**src/rtl/mips_defs.sv**
```systemverilog
// Shared MIPS pipeline definitions: NOP word, PC defaults, fetch FSM
// encodings and the IF/ID register payload.
package mips_defs;

  localparam int unsigned XLEN = 32;

  localparam logic [XLEN-1:0] NOP_WORD       = 32'h0000_0000;
  localparam logic [XLEN-1:0] RESET_PC_DEF   = 32'h0000_0000;
  localparam logic [XLEN-1:0] EXC_VECTOR_DEF = 32'h0000_0800;
  localparam logic [XLEN-1:0] PC_STEP        = 32'd4;

  // Fetch FSM encodings
  localparam logic [0:0] ST_RUN  = 1'b0;
  localparam logic [0:0] ST_HALT = 1'b1;

  // IF/ID pipeline register payload
  typedef struct packed {
    logic [XLEN-1:0] ir;
    logic [XLEN-1:0] pc;
    logic [XLEN-1:0] pc4;
    logic            valid;
  } if_id_t;

  // Redirect targets are word aligned by dropping the byte offset
  function automatic logic [XLEN-1:0] align_word(input logic [XLEN-1:0] addr);
    return {addr[XLEN-1:2], 2'b00};
  endfunction

endpackage

```
**src/rtl/if_stage_if.sv**
```systemverilog
// Fetch-stage bus bundle: pipeline control/redirect inputs, instruction
// memory port and IF/ID outputs.
//   master : the fetch stage (drives pc, imem_addr, IF/ID, halted, count)
//   slave  : the surrounding pipeline / memory / bench
interface if_stage_if #(
  parameter int unsigned IMEM_ADDR_W = 10
);

  logic                   stall;
  logic                   flush;
  logic                   br_take;
  logic [31:0]            br_target;
  logic                   jmp_take;
  logic [31:0]            jmp_target;
  logic                   eret_take;
  logic [31:0]            epc;
  logic                   int_take;
  logic                   halt_req;
  logic                   resume;
  logic [IMEM_ADDR_W-1:0] imem_addr;
  logic [31:0]            imem_data;
  logic [31:0]            pc;
  logic [31:0]            if_id_ir;
  logic [31:0]            if_id_pc;
  logic [31:0]            if_id_pc4;
  logic                   if_id_valid;
  logic                   halted;
  logic [31:0]            fetch_count;

  modport master (
    input  stall, flush, br_take, br_target, jmp_take, jmp_target,
           eret_take, epc, int_take, halt_req, resume, imem_data,
    output imem_addr, pc, if_id_ir, if_id_pc, if_id_pc4, if_id_valid,
           halted, fetch_count
  );

  modport slave (
    output stall, flush, br_take, br_target, jmp_take, jmp_target,
           eret_take, epc, int_take, halt_req, resume, imem_data,
    input  imem_addr, pc, if_id_ir, if_id_pc, if_id_pc4, if_id_valid,
           halted, fetch_count
  );

endinterface

```
**src/rtl/if_stage_npc_sel.sv**
```systemverilog
// Next-PC priority mux: int_take > eret_take > br_take > jmp_take > stall
// (hold) > pc+4. Redirect targets are word aligned and override stall.
//   pc          current fetch PC
//   *_take/*    redirect requests and their targets
//   stall       hold PC when no redirect
//   next_pc_c   selected next PC
//   redirect_c  any redirect selected
module if_stage_npc_sel
  import mips_defs::*;
#(
  parameter logic [31:0] EXC_VECTOR = EXC_VECTOR_DEF
) (
  input  logic [31:0] pc,
  input  logic        int_take,
  input  logic        eret_take,
  input  logic [31:0] epc,
  input  logic        br_take,
  input  logic [31:0] br_target,
  input  logic        jmp_take,
  input  logic [31:0] jmp_target,
  input  logic        stall,
  output logic [31:0] next_pc_c,
  output logic        redirect_c
);

  always_comb begin
    next_pc_c  = pc + PC_STEP;
    redirect_c = 1'b0;
    if (int_take) begin
      next_pc_c  = align_word(EXC_VECTOR);
      redirect_c = 1'b1;
    end else if (eret_take) begin
      next_pc_c  = align_word(epc);
      redirect_c = 1'b1;
    end else if (br_take) begin
      next_pc_c  = align_word(br_target);
      redirect_c = 1'b1;
    end else if (jmp_take) begin
      next_pc_c  = align_word(jmp_target);
      redirect_c = 1'b1;
    end else if (stall) begin
      next_pc_c  = pc;
    end
  end

endmodule

```
**src/rtl/if_stage.sv**
```systemverilog
// MIPS instruction-fetch stage: owns the PC, selects next PC, addresses
// instruction memory and registers the fetched word into IF/ID. Includes a
// RUN/HALT FSM for the syscall-halt path and a valid-fetch counter.
//   clk, rst  single clock, synchronous active-high reset
//   bus       if_stage_if master: controls/redirects in, imem port,
//             pc, IF/ID register, halted, fetch_count out
module if_stage
  import mips_defs::*;
#(
  parameter logic [31:0] RESET_PC    = RESET_PC_DEF,
  parameter logic [31:0] EXC_VECTOR  = EXC_VECTOR_DEF,
  parameter int unsigned IMEM_ADDR_W = 10
) (
  input  logic         clk,
  input  logic         rst,
  if_stage_if.master   bus
);

  logic [31:0] pc_q;
  if_id_t      if_id_q;
  logic [0:0]  state_q;
  logic [0:0]  state_nxt;
  logic        halted_q;
  logic [31:0] count_q;

  logic        run_c;
  logic [31:0] pc_nxt_c;
  logic        redirect_c;
  logic        bubble_c;
  logic        load_c;

  assign run_c = (state_q == ST_RUN);

  // In HALT only int_take may move the PC; everything else is masked and
  // the PC is held by forcing the stall path.
  if_stage_npc_sel #(
    .EXC_VECTOR (EXC_VECTOR)
  ) u_npc_sel (
    .pc         (pc_q),
    .int_take   (bus.int_take),
    .eret_take  (bus.eret_take & run_c),
    .epc        (bus.epc),
    .br_take    (bus.br_take & run_c),
    .br_target  (bus.br_target),
    .jmp_take   (bus.jmp_take & run_c),
    .jmp_target (bus.jmp_target),
    .stall      (bus.stall | ~run_c),
    .next_pc_c  (pc_nxt_c),
    .redirect_c (redirect_c)
  );

  // FSM next state and IF/ID load/bubble decision
  always_comb begin
    state_nxt = state_q;
    bubble_c  = 1'b0;
    load_c    = 1'b0;
    case (state_q)
      ST_RUN: begin
        if (bus.halt_req) begin
          state_nxt = ST_HALT;
        end
        // flush bubbles IF/ID even while stalled
        if (redirect_c || bus.halt_req || bus.flush) begin
          bubble_c = 1'b1;
        end else if (!bus.stall) begin
          load_c = 1'b1;
        end
      end
      ST_HALT: begin
        bubble_c = 1'b1;
        if (bus.int_take || bus.resume) begin
          state_nxt = ST_RUN;
        end
      end
      default: begin
        state_nxt = ST_RUN;
        bubble_c  = 1'b1;
      end
    endcase
  end

  // State register
  always_ff @(posedge clk) begin
    if (rst) begin
      state_q  <= ST_RUN;
      halted_q <= 1'b0;
      pc_q     <= RESET_PC;
      if_id_q  <= '{ir: NOP_WORD, pc: 32'd0, pc4: 32'd0, valid: 1'b0};
      count_q  <= 32'd0;
    end else begin
      state_q  <= state_nxt;
      halted_q <= (state_nxt == ST_HALT);
      pc_q     <= pc_nxt_c;
      if (bubble_c) begin
        // bubble keeps the previous pc/pc4 fields
        if_id_q.ir    <= NOP_WORD;
        if_id_q.valid <= 1'b0;
      end else if (load_c) begin
        if_id_q <= '{ir: bus.imem_data, pc: pc_q, pc4: pc_q + PC_STEP,
                     valid: 1'b1};
        count_q <= count_q + 32'd1;
      end
    end
  end

  assign bus.pc          = pc_q;
  assign bus.imem_addr   = pc_q[IMEM_ADDR_W+1:2];
  assign bus.if_id_ir    = if_id_q.ir;
  assign bus.if_id_pc    = if_id_q.pc;
  assign bus.if_id_pc4   = if_id_q.pc4;
  assign bus.if_id_valid = if_id_q.valid;
  assign bus.halted      = halted_q;
  assign bus.fetch_count = count_q;

endmodule

```
**src/flat_wrapper.sv**
```systemverilog
// flat-port wrapper written by rule: the top's interface ports become plain ports
module if_stage_flat import mips_defs::*;
#(
  parameter logic [31:0] RESET_PC    = RESET_PC_DEF,
  parameter logic [31:0] EXC_VECTOR  = EXC_VECTOR_DEF,
  parameter int unsigned IMEM_ADDR_W = 10
)
  (clk, rst, bus_stall, bus_flush, bus_br_take, bus_br_target, bus_jmp_take, bus_jmp_target, bus_eret_take, bus_epc, bus_int_take, bus_halt_req, bus_resume, bus_imem_data, bus_imem_addr, bus_pc, bus_if_id_ir, bus_if_id_pc, bus_if_id_pc4, bus_if_id_valid, bus_halted, bus_fetch_count);
  if_stage_if #(.IMEM_ADDR_W(IMEM_ADDR_W)) bus_i ();
  input  logic clk;
  input  logic rst;
  input wire logic [$bits(bus_i.stall)-1:0] bus_stall;
  input wire logic [$bits(bus_i.flush)-1:0] bus_flush;
  input wire logic [$bits(bus_i.br_take)-1:0] bus_br_take;
  input wire logic [$bits(bus_i.br_target)-1:0] bus_br_target;
  input wire logic [$bits(bus_i.jmp_take)-1:0] bus_jmp_take;
  input wire logic [$bits(bus_i.jmp_target)-1:0] bus_jmp_target;
  input wire logic [$bits(bus_i.eret_take)-1:0] bus_eret_take;
  input wire logic [$bits(bus_i.epc)-1:0] bus_epc;
  input wire logic [$bits(bus_i.int_take)-1:0] bus_int_take;
  input wire logic [$bits(bus_i.halt_req)-1:0] bus_halt_req;
  input wire logic [$bits(bus_i.resume)-1:0] bus_resume;
  input wire logic [$bits(bus_i.imem_data)-1:0] bus_imem_data;
  output wire logic [$bits(bus_i.imem_addr)-1:0] bus_imem_addr;
  output wire logic [$bits(bus_i.pc)-1:0] bus_pc;
  output wire logic [$bits(bus_i.if_id_ir)-1:0] bus_if_id_ir;
  output wire logic [$bits(bus_i.if_id_pc)-1:0] bus_if_id_pc;
  output wire logic [$bits(bus_i.if_id_pc4)-1:0] bus_if_id_pc4;
  output wire logic [$bits(bus_i.if_id_valid)-1:0] bus_if_id_valid;
  output wire logic [$bits(bus_i.halted)-1:0] bus_halted;
  output wire logic [$bits(bus_i.fetch_count)-1:0] bus_fetch_count;
  assign bus_i.stall = bus_stall;
  assign bus_i.flush = bus_flush;
  assign bus_i.br_take = bus_br_take;
  assign bus_i.br_target = bus_br_target;
  assign bus_i.jmp_take = bus_jmp_take;
  assign bus_i.jmp_target = bus_jmp_target;
  assign bus_i.eret_take = bus_eret_take;
  assign bus_i.epc = bus_epc;
  assign bus_i.int_take = bus_int_take;
  assign bus_i.halt_req = bus_halt_req;
  assign bus_i.resume = bus_resume;
  assign bus_i.imem_data = bus_imem_data;
  assign bus_imem_addr = bus_i.imem_addr;
  assign bus_pc = bus_i.pc;
  assign bus_if_id_ir = bus_i.if_id_ir;
  assign bus_if_id_pc = bus_i.if_id_pc;
  assign bus_if_id_pc4 = bus_i.if_id_pc4;
  assign bus_if_id_valid = bus_i.if_id_valid;
  assign bus_halted = bus_i.halted;
  assign bus_fetch_count = bus_i.fetch_count;
  if_stage #(.RESET_PC(RESET_PC), .EXC_VECTOR(EXC_VECTOR), .IMEM_ADDR_W(IMEM_ADDR_W)) u_core (.clk(clk), .rst(rst), .bus(bus_i));
endmodule
```
**config.mk**
```make
export PLATFORM = sky130hd
export DESIGN_NAME = if_stage_flat
export DESIGN_NICKNAME = d
export VERILOG_FILES = /design/src/rtl/mips_defs.sv /design/src/rtl/if_stage_if.sv /design/src/rtl/if_stage_npc_sel.sv /design/src/rtl/if_stage.sv /design/src/flat_wrapper.sv
export SDC_FILE = /design/constraint.sdc
export NUM_CORES = 1
export LEC_CHECK = 0
export CORE_ASPECT_RATIO = 1.2
export CORE_MARGIN = 2
export CORE_UTILIZATION = 43
export DETAILED_ROUTE_END_ITERATION = 8
export GPL_TIMING_DRIVEN = 1
export HOLD_SLACK_MARGIN = 0.03
export PLACE_DENSITY = 0.82
export SYNTH_ARGS = -nofsm -noshare
export SYNTH_HDL_FRONTEND = slang
export SYNTH_SLANG_ARGS = --single-unit
```
**constraint.sdc**
```tcl
create_clock -name clk -period 2.75 [get_ports clk]
set_clock_uncertainty 0.15 [all_clocks]
set_input_delay 0.55 -clock clk [delete_from_list [all_inputs] [get_ports clk]]
set_output_delay 0.55 -clock clk [all_outputs]
set_load 0.03 [all_outputs]
```
==> impl_metrics.ini, run 1 <==
[route]
first_pass_iters = 7
antenna_left = 0
vias_per_cell = 5.728
vias = 8546
finalWirelength_um = 28350
drc = 0
initialDrtViolationCount = 881
routedWlPerCell_um = 19.00

[critical_path]
critical_path_arrival_ns = 2.70
slowest_stage = clkdlybuf4s50_1
cp_max_fo = 10
path_cells = clkdlybuf4s50_1 -> or3_1 -> nor3b_4 -> buf_4 -> nand4_1 -> or3_1 -> a21oi_1
cpPeakStageDelay_ns = 0.51
cp_common_cell = or3_1
worst_setup_path_start_kind = input pin
crit_path_end_kind = register
path_class = in -> reg
crit_required_ns = 2.94

[sta]
finalSetupTns_ns = 0
max_freq_ghz = 0.3984
hold_viol = 0
setup_violations = 0
drv_slew = 0
slew_headroom_pct = 47.76
rsz0062_at_grt = no
fin_crit_ns = 2.510
worst_pin_slew_ns = 0.7836
fin_crit_sh_pct = 91.28

[layout]
multi_input_area_um2 = 3954
area_delta_synth_final_pct = 54.53
instances_no_fill = 1492
num_antenna_cells = 0
regArea_um2 = 3123
fillers = 1419
layout-drive-gt1-share_pct = 9.718
fin_nets = 1405

[placed_design]
place_inst = 1462
place.gp.congestion = 0.9859
post-dp-hpwl_um = 21330
port_buffers = 297

[cts]
cts_tree = yes
clockRootBuffer = clkbuf_16
cts_inserted_buffers = 17
cts_resized = 0
cts_buffer_depth = 2
cts.sinks = 156
clock_latency_ns = 0.42
hold_buffers = 0
h-tree-depth = 4
post_cts_buffers = 0
clkTransAtPathRegs_ns = 0.06

[die]
core_area_um2 = 16980
num_rows = 52
ioPinCount = 310
die_area_um2 = 18550
start_util_pct = 44.25
die_x_um = 124.7
die_y_um = 148.8

[synthesis]
synth_cell_types = 60
yosysWarnings = 0
synth_edf_count = 0
synth.avg_cell_area_um2 = 7.820
synthCells = 961
synth-main-ff-cell = dfxtp_1
seq_area_frac_synth_pct = 41.56
async_flop_share_pct = 0
ys_ff_latch = 156
synth_area_um2 = 7515

[power_and_ir_drop]
p_sw_share_pct = 24.76
switchingPower_mw = 1.425
power_density_nw_per_um2 = 495.6
seqPwrFrac_pct = 40.6
internal_power_mw = 4.330
p_comb_share_pct = 14.5
leakage_nw = 3.996
clkPwrFrac_pct = 44.9
ir_drop_v = 0.0004122

[global_route]
grt_max_degree = 73
first_global_vias = 8171
antenna_found_initial = 0
grt_pass1_wl_um = 43770
track_usage_pct = 29.63
gr-total-overflow = 0

[min_path]
hold_class = reg -> reg

[job]
cap_violations = 0

[outcome]
status = completed
## cells in the final DEF (no fill, tap or decap), types with 4 or more instances in the layout
cell type        netlist  routed
a211o_1                8       8
a211oi_1              35      35
a21oi_1              103     103
a221oi_1               5       5
a311oi_1               4       4
and3_1                 7       7
and4_1                12      12
buf_4                 16      76
bufinv_16              0       4
clkbuf_16              0      17
clkbuf_8               0       5
clkdlybuf4s50_1        0     296
conb_1                 1       6
dfxtp_1              156     156
inv_1                  6       6
mux2i_1                5       5
nand2_1              175     175
nand2b_1               5       5
nand3_1               29      29
nand4_1               25      25
nor2_1                79      79
nor2b_1               10       9
nor3_1                22      22
nor4_1                 4       4
o21ai_0               43      43
o221a_2                4       4
o221ai_1               7       7
o22ai_1                9       9
o31ai_1                4       4
or3_1                 11      11
or4_1                 12      12
xnor2_1               18      18
xor2_1                22      22
## through the flow
stage	hold WS, ns	setup slack (ns)	util, %	power [mW]	instance area (um^2)
floorplan	0.4342	0.2439	-	2.757	7533
global placement	0.2908	-0.09270	64.56	3.202	10960
detailed placement	0.2953	-0.1328	64.56	3.205	10960
CTS	0.3053	0.2868	68.38	5.766	11610
global route	0.3249	0.1159	68.38	5.925	11610
finish	0.3030	0.2398	68.38	5.755	11610
## synth_stat cells, types with 15 or more instances
| cell type | n | area share [%] |
|---|---|---|
| a211oi_1 | 35 | 3.5 |
| a21oi_1 | 103 | 6.9 |
| buf_2 | 15 | 1.0 |
| buf_4 | 16 | 1.6 |
| clkbuf_1 | 62 | 3.1 |
| dfxtp_1 | 156 | 42 |
| nand2_1 | 175 | 8.7 |
| nand3_1 | 29 | 1.9 |
| nand4_1 | 25 | 2.1 |
| nor2_1 | 79 | 3.9 |
| nor3_1 | 22 | 1.5 |
| o21ai_0 | 43 | 2.9 |
| xnor2_1 | 18 | 2.1 |
| xor2_1 | 22 | 2.6 |
## power groups by stage
stage / clock network (mW) / logic [mW] / registers [mW]
floorplan: 0 / 0.318 / 2.44
global placement: 0 / 0.817 / 2.38
detailed placement: 0 / 0.821 / 2.38
CTS: 2.60 / 0.826 / 2.33
global route: 2.70 / 0.881 / 2.34
finish: 2.58 / 0.836 / 2.34
## registers in the layout, summed over array words and instances (netlist names)
register and cells:
u_core.bus.fetch_count 32, u_core.bus.if_id_ir 32, u_core.bus.if_id_pc4 30, u_core.bus.if_id_pc 30, u_core.bus.pc 30, u_core.bus.if_id_valid 1
u_core.state_q 1
## critical path, delay by kind of cell
family	cells	cell delay (ns)
buffers and inverters	2	0.76
and+or+nand+nor	4	1.22
AOI/OAI and AO/OA	1	0.17
## per-layer routing
layer	wire, um	track usage [%]
met2	13960	51.72
met1	10950	35.94
met5	0	0
met4	946	11.85
met3	2497	5.918
## final cells by class
cell class | count | area share (%)
clock buffers | 22 | 4.256
multi-input cells | 709 | 34.05
repair buffers | 375 | 30.94
inverters | 6 | 0.1939
flip-flops and latches | 156 | 26.89
clock inverters | 8 | 1.336
well taps | 216 | 2.327
## path summary, 6_finish.rpt
kind,cells after the start,slack [ns],start,end
max,7,0.24,bus_eret_take,u_core.bus.fetch_count[18]$_SDFFE_PP0P_
min reg2reg,2,0.30,u_core.bus.if_id_ir[8]$_SDFFE_PP0P_,u_core.bus.if_id_ir[8]$_SDFFE_PP0P_
max reg2reg,6,0.39,u_core.bus.pc[2]$_SDFFE_PP0P_,u_core.bus.pc[30]$_SDFFE_PP0P_
min,2,0.30,u_core.bus.if_id_ir[8]$_SDFFE_PP0P_,u_core.bus.if_id_ir[8]$_SDFFE_PP0P_
## logic make-up (layout without fill, tap and decap cells)
logic type      Yosys count  count (layout)  share of synthesized area [%]
simple gates            409             409                          26.01
buf+inv                 101             411                          6.110
mux                       7               7                         0.9657
compound gates          245             245                          20.31
flops                   156             156                          41.56
fa+ha+maj                 2               2                         0.3329
xor+xnor                 40              40                          4.662
other cells               1               6                        0.04990
Note: power is estimated with default switching activity, not from simulation.
==> run 2, diff against run 1 <==
Settings changed: CORE_MARGIN 2 to default, CTS_CLUSTER_DIAMETER from default to 150.
==> run 2 against run 1 <==
Net effect:
- global-route usage increased by 1.9 points
- power decreased by 1.7%
- count of clock-buffer cells in the layout decreased by 3
- via count increased by 0.76%
- flip-flop and latch count unchanged
- non-clock buffer count increased by 6
- register-to-register slack about the same
- sequential share of layout area decreased by 0.18 points
- largest cell class unchanged
==> impl_metrics.ini, run 2 (same netlist as run 1, synthesis figures left out) <==
[critical_path]
crit_path_end_kind = register
worst_setup_path_start_kind = input pin
path_cells = clkdlybuf4s50_1 -> nor4_1 -> buf_4 -> nor3b_4 -> buf_4 -> nand4_1 -> buf_4 -> or3_1 -> a21oi_1
critical_path_arrival_ns = 2.81
slowest_stage = clkdlybuf4s50_1
cp_common_cell = buf_4
cp_num_buf_inv = 4
crit-reg2reg-launch = u_core.bus.fetch_count[7]$_SDFFE_PP0P_
crit_required_ns = 2.95
critPathLaunch = bus_int_take
path_class = in -> reg
cpPeakStageDelay_ns = 0.49
cp_max_fo = 12
crit_family = buffers and inverters

[layout]
utilization_pct = 68.84
fin_nets = 1411
final_area_um2 = 11690
num_antenna_cells = 0
final_cell_mix = 296 x clkdlybuf4s50_1, 175 x nand2_1, 156 x dfxtp_1, 103 x a21oi_1, 79 x nor2_1
layout-drive-gt1-share_pct = 10.20
area_delta_synth_final_pct = 55.56
mostFrequentLayoutCell = clkdlybuf4s50_1
fillers = 1392
instances_no_fill = 1500

[global_route]
track_usage_pct = 31.58
gr-total-overflow = 0
antenna_found_initial = 0
grt_max_degree = 65
grt_pass1_wl_um = 43550
first_global_vias = 8348

[min_path]
min-delay-start = u_core.bus.if_id_pc[25]$_SDFFE_PP0P_
hold_class = reg -> reg

[sta]
max_freq_ghz = 0.3833
rsz0062_at_grt = no
setup_violations = 0
hold_viol = 0
fin_crit_ns = 2.609
fin_crit_sh_pct = 94.88
finalSetupTns_ns = 0
setup_ws_ns = 0.1408
drv_slew = 0
slew_headroom_pct = 55.78
hold_slack_ns = 0.3009
worst_pin_slew_ns = 0.6582

[power_and_ir_drop]
internal_power_mw = 4.173
clkPwrFrac_pct = 43.8
leakage_nw = 4.028
switchingPower_mw = 1.484
p_comb_share_pct = 14.9
power_density_nw_per_um2 = 484.0
seqPwrFrac_pct = 41.3
p_sw_share_pct = 26.23
totalPowerFinal_mw = 5.658
ir_drop_v = 0.0004124

[placed_design]
port_buffers = 297
place.gp.congestion = 0.9259
post-dp-hpwl_um = 20790
place_inst = 1468
place_ws_ns = -0.1908
placed_area_um2 = 11070

[die]
die_area_um2 = 18010
die_y_um = 146.8
start_util_pct = 44.25
ioPinCount = 310
die_x_um = 122.7
num_rows = 52
core_area_um2 = 16980

[job]
cap_violations = 0

[cts]
post_cts_buffers = 0
hold_buffers = 0
cts_inserted_buffers = 17
cts_resized = 0
h-tree-depth = 4
clkTransAtPathRegs_ns = 0.07
clock_latency_ns = 0.43
clockRootBuffer = clkbuf_16
cts_tree = yes
cts_buffer_depth = 2
cts.sinks = 156

[route]
first_pass_iters = 5
vias = 8611
initialDrtViolationCount = 807
finalWirelength_um = 28200
routedWlPerCell_um = 18.80
vias_per_cell = 5.741
drc = 0
antenna_left = 0

[outcome]
status = completed
run 2: cell count changes in the layout (fill, tap and decap cells not counted), sizes merged:
cell / before / now
clkbuf: 22 / 19
clkinvlp: 0 / 2
bufinv: 4 / 3
buf: 79 / 85
inv: 7 / 12
clkinv: 3 / 2
run 2: cell type report:
type	instances	area, um^2	share of cell area, %
well taps	216	270.3	2.312
inverters	6	22.52	0.1927
clock inverters	13	176.4	1.509
flip-flops and latches	156	3123	26.72
multi-input cells	709	3954	33.82
clock buffers	19	442.9	3.789
repair buffers	381	3701	31.66
run 2: worst paths after layout:
check	end	slack, ns	cells after the start
min	u_core.bus.if_id_pc[25]$_SDFFE_PP0P_	0.30	2
max reg2reg	u_core.bus.fetch_count[29]$_SDFFE_PP0P_	0.39	6
max	u_core.bus.fetch_count[22]$_SDFFE_PP0P_	0.14	9
min reg2reg	u_core.bus.if_id_pc[25]$_SDFFE_PP0P_	0.30	2
run 2: layer usage:
metal	up-vias	GRT usage (%)	wire [um]
met3	97	6.716	2377
met1	4006	36.81	10660
met4	0	18.72	1525
met5	-	0	0
li1	4026	-	-
met2	482	52.58	13640
run 2: worst min-delay path: cells and delay by family (launching register included):
kind             cells  cell delay (ns)
flip-flops           1             0.31
AO/OA/AOI/OAI        1             0.05
AND/OR/NAND/NOR      1             0.05
run 2: power groups by stage:
stage | Combinational, mW | Sequential, mW | Clock (mW)
after detailed placement | 0.824 | 2.38 | 0
after floorplan | 0.318 | 2.44 | 0
after CTS | 0.832 | 2.33 | 2.50
after global routing | 0.887 | 2.34 | 2.59
after global placement | 0.819 | 2.38 | 0
final | 0.844 | 2.34 | 2.48
==> run 3, diff against run 2 <==
Settings changed: CTS_CLUSTER_DIAMETER 150 to 200.
==> results of run 3 <==
Final layout, timing and power as in run 2 (identical DEF).
